--- config.mk ---
export PLATFORM = sky130hd
export DESIGN_NAME = ctrl_fsm_flat
export DESIGN_NICKNAME = d
export VERILOG_FILES = /design/src/rtl/ctrl_fsm_pkg.sv /design/src/rtl/ctrl_fsm_if.sv /design/src/rtl/ctrl_decode.sv /design/src/rtl/ctrl_fsm.sv /design/src/flat_wrapper.sv
export SDC_FILE = /design/constraint.sdc
export NUM_CORES = 1
export LEC_CHECK = 0
export ABC_AREA = 1
export CAP_MARGIN = 10
export CORE_AREA = 2 2 85 87
export DETAILED_ROUTE_END_ITERATION = 10
export DIE_AREA = 0 0 87 89
export DONT_BUFFER_PORTS = 1
export SKIP_LAST_GASP = 1
export SYNTH_ARGS = -nofsm -noshare
export SYNTH_HDL_FRONTEND = slang
export SYNTH_SLANG_ARGS = --single-unit
--- constraint.sdc ---
create_clock -name clk -period 2.1 [get_ports clk]
set_clock_uncertainty 0.15 [all_clocks]
set_input_delay 0.21 -clock clk [delete_from_list [all_inputs] [get_ports clk]]
set_output_delay 0.21 -clock clk [all_outputs]
set_load 0.02 [all_outputs]
--- src/rtl/ctrl_fsm_pkg.sv ---
// ctrl_fsm_pkg: shared encodings for the multicycle controller and its datapath
package ctrl_fsm_pkg;
  typedef enum logic [2:0] {S_IF = 3'd0, S_ID = 3'd1, S_EXE = 3'd2, S_MEM = 3'd3, S_WB = 3'd4} state_t;
  typedef enum logic [3:0] {
    C_ILL, C_R, C_JR, C_LW, C_SW, C_BEQ, C_BNE, C_ADDI, C_ORI, C_LUI, C_J, C_JAL
  } iclass_t;
  localparam logic [5:0] OP_R = 6'h00, OP_J = 6'h02, OP_JAL = 6'h03, OP_BEQ = 6'h04, OP_BNE = 6'h05;
  localparam logic [5:0] OP_ADDI = 6'h08, OP_ORI = 6'h0D, OP_LUI = 6'h0F, OP_LW = 6'h23, OP_SW = 6'h2B;
  localparam logic [5:0] FN_JR = 6'h08, FN_ADD = 6'h20, FN_SUB = 6'h22, FN_AND = 6'h24;
  localparam logic [5:0] FN_OR = 6'h25, FN_SLT = 6'h2A;
  localparam logic [2:0] ALU_ADD = 3'd0, ALU_SUB = 3'd1, ALU_AND = 3'd2, ALU_OR = 3'd3, ALU_SLT = 3'd4;
  localparam logic AA_PC = 1'b0, AA_REG = 1'b1;
  localparam logic [2:0] AB_REG = 3'd0, AB_FOUR = 3'd1, AB_SEXT = 3'd2, AB_SEXT2 = 3'd3, AB_ZEXT = 3'd4;
  localparam logic [2:0] PC_INC = 3'd0, PC_BR = 3'd1, PC_JUMP = 3'd2, PC_REG = 3'd3;
  localparam logic [2:0] WB_ALU = 3'd0, WB_MDR = 3'd1, WB_PC = 3'd2, WB_LUI = 3'd3;
  localparam logic [1:0] RD_RT = 2'b00, RD_RD = 2'b01, RD_31 = 2'b10;
  function automatic logic [2:0] funct_alu(input logic [5:0] f);
    return f == FN_SUB ? ALU_SUB : f == FN_AND ? ALU_AND : f == FN_OR ? ALU_OR :
           f == FN_SLT ? ALU_SLT : ALU_ADD;
  endfunction
endpackage

--- src/rtl/ctrl_fsm_if.sv ---
// ctrl_fsm_if: instruction fields in, datapath controls out
interface ctrl_fsm_if;
  logic [5:0] opcode;
  logic [5:0] funct;
  logic zero;
  logic pc_we;
  logic ir_we;
  logic mem_we;
  logic rf_we;
  logic alua_sel;
  logic [2:0] alub_sel;
  logic [2:0] pc_sel;
  logic [2:0] wb_sel;
  logic [1:0] reg_dst;
  logic [2:0] alu_op;
  logic [2:0] state;
  logic instr_done;
  logic [31:0] instr_cnt;
  modport master(
    input opcode, funct, zero,
    output pc_we, ir_we, mem_we, rf_we, alua_sel, alub_sel, pc_sel, wb_sel, reg_dst, alu_op,
    output state, instr_done, instr_cnt
  );
  modport slave(
    output opcode, funct, zero,
    input pc_we, ir_we, mem_we, rf_we, alua_sel, alub_sel, pc_sel, wb_sel, reg_dst, alu_op,
    input state, instr_done, instr_cnt
  );
endinterface

--- src/rtl/ctrl_decode.sv ---
// ctrl_decode: combinational instruction-class and R-type ALU op decode
module ctrl_decode
  import ctrl_fsm_pkg::*;
(
  input  logic [5:0] opcode,
  input  logic [5:0] funct,
  output iclass_t    cls,
  output logic [2:0] r_op
);
  iclass_t r_cls;
  assign r_cls = funct == FN_JR ? C_JR :
                 funct inside {FN_ADD, FN_SUB, FN_AND, FN_OR, FN_SLT} ? C_R : C_ILL;
  assign r_op = funct_alu(funct);
  always_comb begin
    cls = C_ILL;
    case (opcode)
      OP_R:    cls = r_cls;
      OP_LW:   cls = C_LW;
      OP_SW:   cls = C_SW;
      OP_BEQ:  cls = C_BEQ;
      OP_BNE:  cls = C_BNE;
      OP_ADDI: cls = C_ADDI;
      OP_ORI:  cls = C_ORI;
      OP_LUI:  cls = C_LUI;
      OP_J:    cls = C_J;
      OP_JAL:  cls = C_JAL;
      default: cls = C_ILL;
    endcase
  end
endmodule

--- src/rtl/ctrl_fsm.sv ---
// ctrl_fsm: multicycle MIPS-subset controller with retired-instruction counter
module ctrl_fsm
  import ctrl_fsm_pkg::*;
(
  input logic       clk,
  input logic       rst,
  ctrl_fsm_if.master bus
);
  logic [2:0] state_q;
  state_t nxt;
  logic [31:0] cnt_q;
  iclass_t cls;
  logic [2:0] r_op;
  ctrl_decode u_dec (.opcode(bus.opcode), .funct(bus.funct), .cls(cls), .r_op(r_op));
  always_ff @(posedge clk) begin
    state_q <= rst ? S_IF : nxt;
    cnt_q   <= rst ? 32'd0 : cnt_q + {31'd0, bus.instr_done};
  end
  assign bus.state = state_q;
  assign bus.instr_cnt = cnt_q;
  always_comb begin
    nxt = S_IF;
    bus.pc_we = 1'b0;
    bus.ir_we = 1'b0;
    bus.mem_we = 1'b0;
    bus.rf_we = 1'b0;
    bus.alua_sel = AA_PC;
    bus.alub_sel = AB_REG;
    bus.pc_sel = PC_INC;
    bus.wb_sel = WB_ALU;
    bus.reg_dst = RD_RT;
    bus.alu_op = ALU_ADD;
    bus.instr_done = 1'b0;
    case (state_q)
      S_IF: begin
        bus.ir_we = 1'b1;
        bus.pc_we = 1'b1;
        bus.alub_sel = AB_FOUR;
        nxt = S_ID;
      end
      S_ID: begin
        bus.alub_sel = AB_SEXT2;
        case (cls)
          C_J, C_JAL: begin
            bus.pc_we = 1'b1;
            bus.pc_sel = PC_JUMP;
            bus.instr_done = 1'b1;
          end
          C_JR: begin
            bus.pc_we = 1'b1;
            bus.pc_sel = PC_REG;
            bus.instr_done = 1'b1;
          end
          C_ILL: nxt = S_IF;
          default: nxt = S_EXE;
        endcase
        if (cls == C_JAL) begin
          bus.rf_we = 1'b1;
          bus.reg_dst = RD_31;
          bus.wb_sel = WB_PC;
        end
      end
      S_EXE: begin
        bus.alua_sel = cls == C_LUI ? AA_PC : AA_REG;
        nxt = S_WB;
        case (cls)
          C_BEQ, C_BNE: begin
            bus.alu_op = ALU_SUB;
            bus.pc_sel = PC_BR;
            bus.pc_we = cls == C_BEQ ? bus.zero : ~bus.zero;
            bus.instr_done = 1'b1;
            nxt = S_IF;
          end
          C_LW, C_SW: begin
            bus.alub_sel = AB_SEXT;
            nxt = S_MEM;
          end
          C_ADDI: bus.alub_sel = AB_SEXT;
          C_ORI: begin
            bus.alub_sel = AB_ZEXT;
            bus.alu_op = ALU_OR;
          end
          C_R: bus.alu_op = r_op;
          default: nxt = S_WB;
        endcase
      end
      S_MEM: begin
        bus.mem_we = cls == C_SW;
        bus.instr_done = cls == C_SW;
        nxt = cls == C_LW ? S_WB : S_IF;
      end
      S_WB: begin
        bus.rf_we = 1'b1;
        bus.wb_sel = cls == C_LW ? WB_MDR : cls == C_LUI ? WB_LUI : WB_ALU;
        bus.reg_dst = cls == C_R ? RD_RD : RD_RT;
        bus.instr_done = 1'b1;
      end
      default: nxt = S_IF;
    endcase
    // reset must silence every side effect immediately, not one edge later
    if (rst) begin
      bus.pc_we = 1'b0;
      bus.ir_we = 1'b0;
      bus.mem_we = 1'b0;
      bus.rf_we = 1'b0;
      bus.instr_done = 1'b0;
    end
  end
endmodule

--- src/flat_wrapper.sv ---
// flat-port wrapper written by rule: the top's interface ports become plain ports
module ctrl_fsm_flat import ctrl_fsm_pkg::*;
  (clk, rst, bus_opcode, bus_funct, bus_zero, bus_pc_we, bus_ir_we, bus_mem_we, bus_rf_we, bus_alua_sel, bus_alub_sel, bus_pc_sel, bus_wb_sel, bus_reg_dst, bus_alu_op, bus_state, bus_instr_done, bus_instr_cnt);
  ctrl_fsm_if bus_i ();
  input logic clk;
  input logic rst;
  input wire logic [$bits(bus_i.opcode)-1:0] bus_opcode;
  input wire logic [$bits(bus_i.funct)-1:0] bus_funct;
  input wire logic [$bits(bus_i.zero)-1:0] bus_zero;
  output wire logic [$bits(bus_i.pc_we)-1:0] bus_pc_we;
  output wire logic [$bits(bus_i.ir_we)-1:0] bus_ir_we;
  output wire logic [$bits(bus_i.mem_we)-1:0] bus_mem_we;
  output wire logic [$bits(bus_i.rf_we)-1:0] bus_rf_we;
  output wire logic [$bits(bus_i.alua_sel)-1:0] bus_alua_sel;
  output wire logic [$bits(bus_i.alub_sel)-1:0] bus_alub_sel;
  output wire logic [$bits(bus_i.pc_sel)-1:0] bus_pc_sel;
  output wire logic [$bits(bus_i.wb_sel)-1:0] bus_wb_sel;
  output wire logic [$bits(bus_i.reg_dst)-1:0] bus_reg_dst;
  output wire logic [$bits(bus_i.alu_op)-1:0] bus_alu_op;
  output wire logic [$bits(bus_i.state)-1:0] bus_state;
  output wire logic [$bits(bus_i.instr_done)-1:0] bus_instr_done;
  output wire logic [$bits(bus_i.instr_cnt)-1:0] bus_instr_cnt;
  assign bus_i.opcode = bus_opcode;
  assign bus_i.funct = bus_funct;
  assign bus_i.zero = bus_zero;
  assign bus_pc_we = bus_i.pc_we;
  assign bus_ir_we = bus_i.ir_we;
  assign bus_mem_we = bus_i.mem_we;
  assign bus_rf_we = bus_i.rf_we;
  assign bus_alua_sel = bus_i.alua_sel;
  assign bus_alub_sel = bus_i.alub_sel;
  assign bus_pc_sel = bus_i.pc_sel;
  assign bus_wb_sel = bus_i.wb_sel;
  assign bus_reg_dst = bus_i.reg_dst;
  assign bus_alu_op = bus_i.alu_op;
  assign bus_state = bus_i.state;
  assign bus_instr_done = bus_i.instr_done;
  assign bus_instr_cnt = bus_i.instr_cnt;
  ctrl_fsm u_core (.clk(clk), .rst(rst), .bus(bus_i));
endmodule
### Word-level counts from Yosys, hierarchy flattened

Index checks and enable logic that the tools add are counted.

* bitwise gates (word level): 1
* muxes and demuxes: 42
* eq/ne operators: 30
* reduce and logical (&&, ||, !) cells: 10
* add/subtract/negate cells: 1

Operators by type and width (count)
* $eq 6x6->1 const B: 7
* $pmux 4 s10: 1
* $add 32x1->32: 1
* $eq 6x4->1 const B: 4
* $pmux 3 s2: 4
* $mux 3: 7
* $pmux 3 s3: 2
* $mux 1: 17
* $eq 4x3->1 const B: 4
* $eq 4x4->1 const B: 4
* $eq 6x2->1 const B: 2
* $eq 6x3->1 const B: 2
* $pmux 3 s4: 1
* $mux 2: 5
* $eq 4x2->1 const B: 2
* $pmux 2 s2: 2
* $eq 3x2->1 const B: 2
* $logic_not 6->1: 1
* $reduce_or 2->1: 3
* $reduce_or 3->1: 2
* $reduce_bool 5->1: 1
* $eq 4x1->1 const B: 1
* $logic_not 4->1: 1
* $pmux 1 s4: 1
* 7 further kinds: 7

* word-level logic and storage cells: 86
* register bits: 35
* output and inout bits: 55

### Logic depth before layout (Yosys ltp)

Gate-level depths: netlist (run 1).

* depth in word-level cells: 11
* gate-level depth with buffers: 22
* mapped depth without buffers: 22

### Modules after synthesis

A second synthesis (run 1) with hierarchy kept.

* cells, all modules: 421
* area, all modules: 2452.4 µm²

By module, submodules not included
* ctrl_fsm: times used 1, cells an instance 360, seq. area each 700.7 µm², area an instance 2183.3 µm²
* ctrl_decode: times used 1, cells an instance 61, seq. area each 0.0 µm², area an instance 269.0 µm²

### Least setup slack after synthesis (run 1)

No wires, ideal clock.

* path kind: register -> register
* from: register u_core.state_q[2] (netlist: u_core.bus.state[2])
* to: register u_core.cnt_q[30] (netlist: u_core.bus.instr_cnt[30])
* setup slack: -1.074 ns
* arrival: 2.954 ns
* stages on the path, launching flop included: 17
* setup time: 0.071 ns
* data required time: 1.879 ns
* buffers on the path: 0
* path through: dfxtp_1 nor2_1 nand2_1 a21oi_1 nor2_1 nand2_1 nand2_1 inv_1 ha_1 ha_1 nand2_1 nor2_1 nand2_1 nor2_1 nand2_1 or2_0 a21oi_1

* cells in the longest elaborated chain, start to end: 4

Ends and longest elaborated chain
* start, declared: line ctrl_fsm.sv:9 `logic [2:0] state_q;`
* start signal, assigned: line ctrl_fsm.sv:16 `state_q <= rst ? S_IF : nxt;`
* $eq 3x3->1 (tied with other cells): line ctrl_fsm.sv:34 `case (state_q)`
* $pmux 1 s4 *: line ctrl_fsm.sv:34
* $mux 1 *: line ctrl_fsm.sv:101 `if (rst) begin`
* net bus_instr_done: line flat_wrapper.sv:21 `output wire logic [$bits(bus_i.instr_done)-1:0] bus_instr_done;`
* $add 32x1->32 *: line ctrl_fsm.sv:17 `cnt_q <= rst ? 32'd0 : cnt_q + {31'd0, bus.instr_done};`
* end signal, assigned: line ctrl_fsm.sv:17
* end, declared: line ctrl_fsm.sv:11 `logic [31:0] cnt_q;`

The timed path passes the listed nets; every way through them passes the cells marked *.
A chain may end at the register's enable or synchronous reset.

### Worst setup path in the final report (run 1)

* from: register u_core.state_q[1] (netlist: u_core.bus.state[1])
* to: register u_core.cnt_q[30] (netlist: u_core.bus.instr_cnt[30])

* cells in the longest elaborated chain, start to end: 4

Ends and longest elaborated chain (line)
* $eq 3x3->1 (tied with other cells): ctrl_fsm.sv:34
* $pmux 1 s4 *: ctrl_fsm.sv:34
* $mux 1 *: ctrl_fsm.sv:101
* $add 32x1->32 *: ctrl_fsm.sv:17

Mark *: on every way between the ends. The rest lies on a longest branch, timed or not.

==> run_results.csv, run 1 <==
group,metric,value,unit
sta,finalWorstSetupSlack,-161,ps
worst_setup_path,critPathRequiredTime,2180,ps
floorplan,die_x,87,um
worst_setup_path,critPathMaxStageDelay,380,ps
run_status,status,"finished with violations",
run_status,violations,"negative hold slack, negative setup slack",
sta,fin_hold_ws,-173,ps
clocking,clock_path_buffers,2,
sta,maxSlewHeadroom,66.5,%
worst_setup_path,worstSetupStartpointType,"register",
sta,finalHoldViolations,24,
synth,ys_top_cells_by_area,"dfxtp_1, nand2_1, nor2_1",
cells_and_area,area_growth,45.6,%
synth,syn_area,2320,um2
worst_setup_path,cp_slowest_cell,"dfxtp_4",
synth,yosysTopAreaCellShare,30.2,%
power_and_ir_drop,total_power,0.00128,W
clocking,htreeDepth,2,
synth,yosys_warnings,0,
synth,syn_inst,378,
clocking,cts.reportedPaths.clkPinSlew,70,ps
worst_setup_path,crit_buf_inv,3,
grt,grt_pass1_vias,2460,
place,place_congestion,0.881,
sta,max_slew.worst_pin.slew,500,ps
worst_setup_path,timing.rr.end,"u_core.bus.instr_cnt[30]$_SDFF_PP0_",
worst_setup_path,endpoint_kind,"register",
detailed_routing,drt-total-wl,7220,um
place,hpwl,5600,um
synth,avgSynthCellArea,6.14,um2
floorplan,die_y,89,um
detailed_routing,drt_first_pass_iters,4,
sta,setup_viol_count_final,21,
worst_hold_path,min_path_type,"in2reg",
floorplan,row_count,30,
power_and_ir_drop,vdd_ir_drop_max,0.000201,V
grt,grt_start_max_net_pins,33,
floorplan,die_area,7740,um2
cells_and_area,diodes,0,
sta,max_freq,0.442,GHz
sta,drv_slew,0,
power_and_ir_drop,leakage,1.50,nW
sta,grt_setup_unrepaired,"true",
sta,fin_tns_setup,-1720,ps
worst_setup_path,critPathMaxFanout,5,
worst_setup_path,critPathArrivalTime,2340,ps
worst_hold_path,whs_path_depth,1,
grt,grt_pass1_wl,11400,um
cells_and_area,fin_nets,480,
worst_setup_path,worstSetupPathType,"reg2reg",
grt,gr-total-overflow,0,
detailed_routing,drc_errors,0,
detailed_routing,via_count,2656,
worst_setup_path,crit_family,"simple AND/OR/NAND/NOR gates",
sta,period_share,108,%
floorplan,start_util,34.5,%
cells_and_area,fill_cells,650,
detailed_routing,drt_iter0_markers,188,
sta,finalWorstPathRequiredPeriod,2260,ps
detailed_routing,ant_nets,0,
synth,yosysUniqueCellTypes,30,
synth,ys_seq_area_share,30.2,%
floorplan,core,6720,um2
clocking,cts_tree,"built",
worst_hold_path,min_from,"rst",
worst_hold_path,whs_endpoint,"u_core.bus.instr_cnt[15]$_SDFF_PP0_",
grt,antenna_found_initial,0,
worst_setup_path,cp_cell_sequence,"nor2_4 -> inv_2 -> nor2_4 -> inv_2 -> nand2_2 -> nor2_1 -> nand2_1 -> nand2_1 -> inv_2 -> ha_4 -> ha_4 -> nand2_4 -> nor2_4 -> nand2_2 -> nor2_2 -> nand2_1 -> or2_0 -> a21oi_1",
worst_setup_path,reg2reg_slack,-160,ps
worst_setup_path,reg2reg_depth,18,
clocking,cts_hold_buf,3,
clocking,clock-sinks,35,
cells_and_area,drive_gt1_share,33.5,%
clocking,cts_root_buf,"clkbuf_8",
worst_setup_path,r2r-start,"u_core.bus.state[1]$_SDFF_PP0_",
clocking,cts_buffers,5,
synth,synth_area_leader_cell,"dfxtp_1",
grt,grt_use_total,18.7,%
detailed_routing,route.detailed.wl_per_inst,13.3,um
run,maxCapViolCount,0,
power_and_ir_drop,cellPowerDensity,378,nW/um2
detailed_routing,viasPerCell,4.89,
floorplan,io-pin-count,70,
place,portBuffers,0,
synth,synth-seq-cells,35,
clocking,clk_latency,300,ps
worst register-to-register path, cell delays in order (launching register included):
cell and delay (ps):
dfxtp_4 380, nor2_4 100, inv_2 50, nor2_4 110, inv_2 50, nand2_2 60, nor2_1 40, nand2_1 50
nand2_1 60, inv_2 70, ha_4 140, ha_4 140, nand2_4 60, nor2_4 130, nand2_2 70, nor2_2 80
nand2_1 90, or2_0 230, a21oi_1 150
layer usage:
| layer | share of wire [%] | up-vias | GRT usage, % |
|---|---|---|---|
| li1 | - | 1361 | - |
| met5 | 0 | - | 0 |
| met4 | 1.7 | 0 | 6.68 |
| met1 | 42 | 1198 | 23.0 |
| met2 | 49 | 84 | 31.8 |
| met3 | 7.5 | 13 | 4.89 |
report_power, final:
part	leakage, nW	internal, W	total (W)	switching, W
combinational	1.18	0.0000519	0.000125	0.0000735
sequential	0.284	0.000664	0.000671	0.00000627
clock	0.0422	0.000233	0.000480	0.000248
total	1.50	0.000949	0.00128	0.000328
registers in the layout, summed over array words and instances (netlist names):
name and cells:
u_core.bus.instr_cnt 32, u_core.bus.state 3
synth_stat cells, drive strengths merged:
cell / number
nand3b: 2
a21boi: 1
nor3: 19
nand3: 22
a31oi: 1
xnor2: 3
nand4: 5
nor2: 74
clkbuf: 3
a21oi: 27
o21ai: 16
nor3b: 2
inv: 55
dfxtp: 35
buf: 2
or2: 6
nand2: 92
ha: 3
xor2: 4
o22ai: 1
conb: 1
o21a: 2
a211oi: 2
area by class of cell:
type	count	area, um2	share of cell area, %
multi-input combinational	284	1630	48.1
inverter	55	216	6.41
tap	80	100	2.96
clock buffer	7	76.3	2.26
timing repair buffer	81	642	19.0
clock inverter	1	5.00	0.148
sequential	35	712	21.1
cells in the final DEF, fill, tap and decap left out, types with 5 or more instances in the layout:
cell type  count
or2_0          6
nor3_1        11
nand2_4        5
nand2_1       77
o21ai_1        5
o21ai_0       10
nand3_1       21
a21oi_1       24
nor2_1        52
inv_1         42
inv_2          9
buf_4         71
buf_6          7
nand4_1        5
nand2_2       10
nor3_4         6
clkbuf_8       5
nor2_2         9
nor2_4        13
dfxtp_1       32
what timing repair did:
action                                  in CTS  in global routing
endpoints found under the setup margin      24                 31
resized for setup                           16                 39
buffers inserted                             1                  9
gates cloned                                 0                  0
hold endpoints to repair                    27                 24
pin swaps                                    8                 22
through the flow:
stage | setup WS [ps] | util (%) | instances | cell area (um2)
CTS | -154 | 47.5 | 534 | 3190
floorplan | -304 | - | 379 | 2440
detailed placement | -240 | 45.0 | 522 | 3020
finish | -161 | 50.3 | 543 | 3380
global placement | -186 | 45.0 | 522 | 3020
global route | -349 | 50.3 | 543 | 3380
cell families after synthesis:
kind of cell             count (synthesis)  share of synthesized area (%)
AO/OA/AOI/OAI                           50                           11.4
XOR/XNOR                                 7                           2.64
adder cells (fa/ha/maj)                  3                           1.62
flip-flops                              35                           30.2
AND/OR/NAND/NOR                        222                           43.9
other                                    1                          0.162
buffers and inverters                   60                           10.0
how the worst max path moves through the flow:
stage | start | end | slack, ps | depth (start not counted)
floorplan | u_core.bus.state[1]$_SDFF_PP0_ | u_core.bus.instr_cnt[30]$_SDFF_PP0_ | -300 | 16
global placement | bus_opcode[3] | u_core.bus.instr_cnt[18]$_SDFF_PP0_ | -190 | 18
detailed placement | bus_opcode[3] | u_core.bus.instr_cnt[30]$_SDFF_PP0_ | -240 | 18
CTS | u_core.bus.state[1]$_SDFF_PP0_ | u_core.bus.instr_cnt[30]$_SDFF_PP0_ | -150 | 18
global route | u_core.bus.state[1]$_SDFF_PP0_ | u_core.bus.instr_cnt[30]$_SDFF_PP0_ | -350 | 18
finish | u_core.bus.state[1]$_SDFF_PP0_ | u_core.bus.instr_cnt[30]$_SDFF_PP0_ | -160 | 18
Note: power is estimated with default switching activity, not from simulation.
==> run 2, diff against run 1 <==
--- a/config.mk
+++ b/config.mk
@@ -7,9 +7,9 @@
 export LEC_CHECK = 0
 export ABC_AREA = 1
 export CAP_MARGIN = 10
-export CORE_AREA = 2 2 85 87
+export CORE_AREA = 8 8 91 93
 export DETAILED_ROUTE_END_ITERATION = 10
-export DIE_AREA = 0 0 87 89
+export DIE_AREA = 0 0 99 101
 export DONT_BUFFER_PORTS = 1
 export SKIP_LAST_GASP = 1
 export SYNTH_ARGS = -nofsm -noshare
==> run_results.csv, run 2 (synthesized netlist as in run 1, its figures left out) <==
group,metric,value,unit
power_and_ir_drop,pwr-share-seq,49.5,%
sta,max_slew.worst_pin.slew,526,ps
detailed_routing,drt_first_pass_iters,4,
floorplan,die_area,10000,um2
detailed_routing,via_count,2781,
detailed_routing,drt-total-wl,7970,um
sta,fin_hold_ws,-156,ps
cells_and_area,fin_nets,495,
power_and_ir_drop,leakage,1.61,nW
clocking,cts_root_buf,"clkbuf_8",
cells_and_area,fin_util,51.0,%
cells_and_area,drive_gt1_share,37.4,%
worst_setup_path,worstSetupPathType,"reg2reg",
sta,maxSlewHeadroom,64.7,%
worst_setup_path,worstSetupStartpointType,"register",
cells_and_area,largest_reg_flops,32,
clocking,clock_path_buffers,2,
worst_setup_path,critPathArrivalTime,2350,ps
floorplan,die_x,99,um
clocking,cts_hold_buf,3,
sta,finalWorstSetupSlack,-173,ps
clocking,htreeDepth,2,
grt,gr-total-overflow,0,
detailed_routing,drc_errors,0,
sta,fin_tns_setup,-1540,ps
sta,max_freq,0.440,GHz
worst_setup_path,endpoint_kind,"register",
run_status,status,"finished with violations",
clocking,cts_tree,"built",
grt,antenna_found_initial,0,
clocking,clock-sinks,35,
clocking,cts.reportedPaths.clkPinSlew,70,ps
power_and_ir_drop,intPower,0.00103,W
place,hpwl,6120,um
worst_hold_path,min_path_type,"in2reg",
grt,grt_pass1_wl,12600,um
cells_and_area,diodes,0,
grt,grt_pass1_vias,2789,
cells_and_area,fill_cells,697,
power_and_ir_drop,pwr-share-comb,10.4,%
sta,setup_viol_count_final,16,
power_and_ir_drop,vdd_ir_drop_max,0.000241,V
cells_and_area,final_common_cell,"buf_4",
power_and_ir_drop,switching_share,24.1,%
cells_and_area,area_growth,52.5,%
floorplan,row_count,31,
sta,finalHoldViolations,24,
detailed_routing,ant_nets,0,
floorplan,start_util,33.4,%
cells_and_area,ff_latch_area,712,um2
grt,grt_use_total,15.5,%
sta,finalWorstPathRequiredPeriod,2270,ps
clocking,clk_latency,290,ps
floorplan,core,6940,um2
cells_and_area,final_cell_mix,"buf_4, nand2_1, nor2_1",
power_and_ir_drop,p_clk_share,40.1,%
detailed_routing,route.detailed.wl_per_inst,14.2,um
place,place_congestion,0.890,
worst_setup_path,critPathRequiredTime,2170,ps
worst_setup_path,critPathMaxFanout,5,
run_status,violations,"negative hold slack, negative setup slack",
power_and_ir_drop,cellPowerDensity,382,nW/um2
place,portBuffers,0,
grt,grt_start_max_net_pins,33,
power_and_ir_drop,power.switching,0.000326,W
cells_and_area,multiInputGateArea,1650,um2
run,maxCapViolCount,0,
clocking,cts_buffers,5,
floorplan,die_y,101,um
floorplan,io-pin-count,70,
sta,period_share,108,%
detailed_routing,viasPerCell,4.97,
sta,drv_slew,0,
detailed_routing,drt_iter0_markers,93,
sta,grt_setup_unrepaired,"true",
[run 2: power groups by stage]
stage | Clock (W) | Sequential (W) | Combinational [W]
2_1_floorplan | 0 | 0.000689 | 0.0000765
3_3_place_gp | 0 | 0.000685 | 0.000123
3_5_place_dp | 0 | 0.000685 | 0.000125
4_1_cts | 0.000555 | 0.000670 | 0.000130
5_1_grt | 0.000588 | 0.000671 | 0.000154
6_report | 0.000542 | 0.000671 | 0.000141
[run 2: layout make-up]
type                       count  area share (%)
sequential                    35            20.1
timing repair buffer          96            21.4
clock buffer                   8            2.83
inverter                      55            6.12
tap                           82            2.90
multi-input combinational    284            46.7
[run 2: metrics by stage]
| stage | total power, W | setup slack [ps] | area (um2) | std cells | hold WS, ps |
|---|---|---|---|---|---|
| 2_1_floorplan | 0.000765 | -304 | 2440 | 379 | 215 |
| 3_3_place_gp | 0.000808 | -182 | 3060 | 527 | 131 |
| 3_5_place_dp | 0.000810 | -236 | 3060 | 527 | 132 |
| 4_1_cts | 0.00136 | -92.1 | 3280 | 545 | -164 |
| 5_1_grt | 0.00141 | -325 | 3540 | 560 | -172 |
| 6_report | 0.00135 | -173 | 3540 | 560 | -156 |
[run 2: critical path, stage by stage (launching register included)]
cell and delay [ps]:
dfxtp_4 380, nor2_4 130, nand2_4 70, a21oi_4 130
nor2_2 50, nand2_1 60, nand2_1 60, inv_2 70
ha_4 140, ha_4 140, nand2_4 60, nor2_4 150
nand2_4 70, nor2_2 100, nand2_1 70, or2_1 240
a21oi_2 130
[run 2: per-layer routing]
metal  global-route usage [%]  vias up  share of wire (%)
met1                     15.0     1272                 38
met3                     4.63       24                7.5
li1                         -     1395                  -
met5                        0        -                  0
met4                     8.26        0                4.1
met2                     28.8       90                 51
[run 2: repair_timing]
action | 4_1_cts | 5_1_grt
endpoints found under the setup margin | 22 | 31
endpoints found under the hold margin | 27 | 24
resized for setup | 14 | 46
setup buffers | 7 | 15
pin swaps | 11 | 27
[run 2: worst paths after layout]
kind                                       from  slack, ps  cells after the start                                  end
max              u_core.bus.state[1]$_SDFF_PP0_       -170                     16  u_core.bus.instr_cnt[30]$_SDFF_PP0_
min                                         rst       -160                      1  u_core.bus.instr_cnt[25]$_SDFF_PP0_
max reg2reg      u_core.bus.state[1]$_SDFF_PP0_       -170                     16  u_core.bus.instr_cnt[30]$_SDFF_PP0_
min reg2reg  u_core.bus.instr_cnt[5]$_SDFF_PP0_        360                      2   u_core.bus.instr_cnt[5]$_SDFF_PP0_
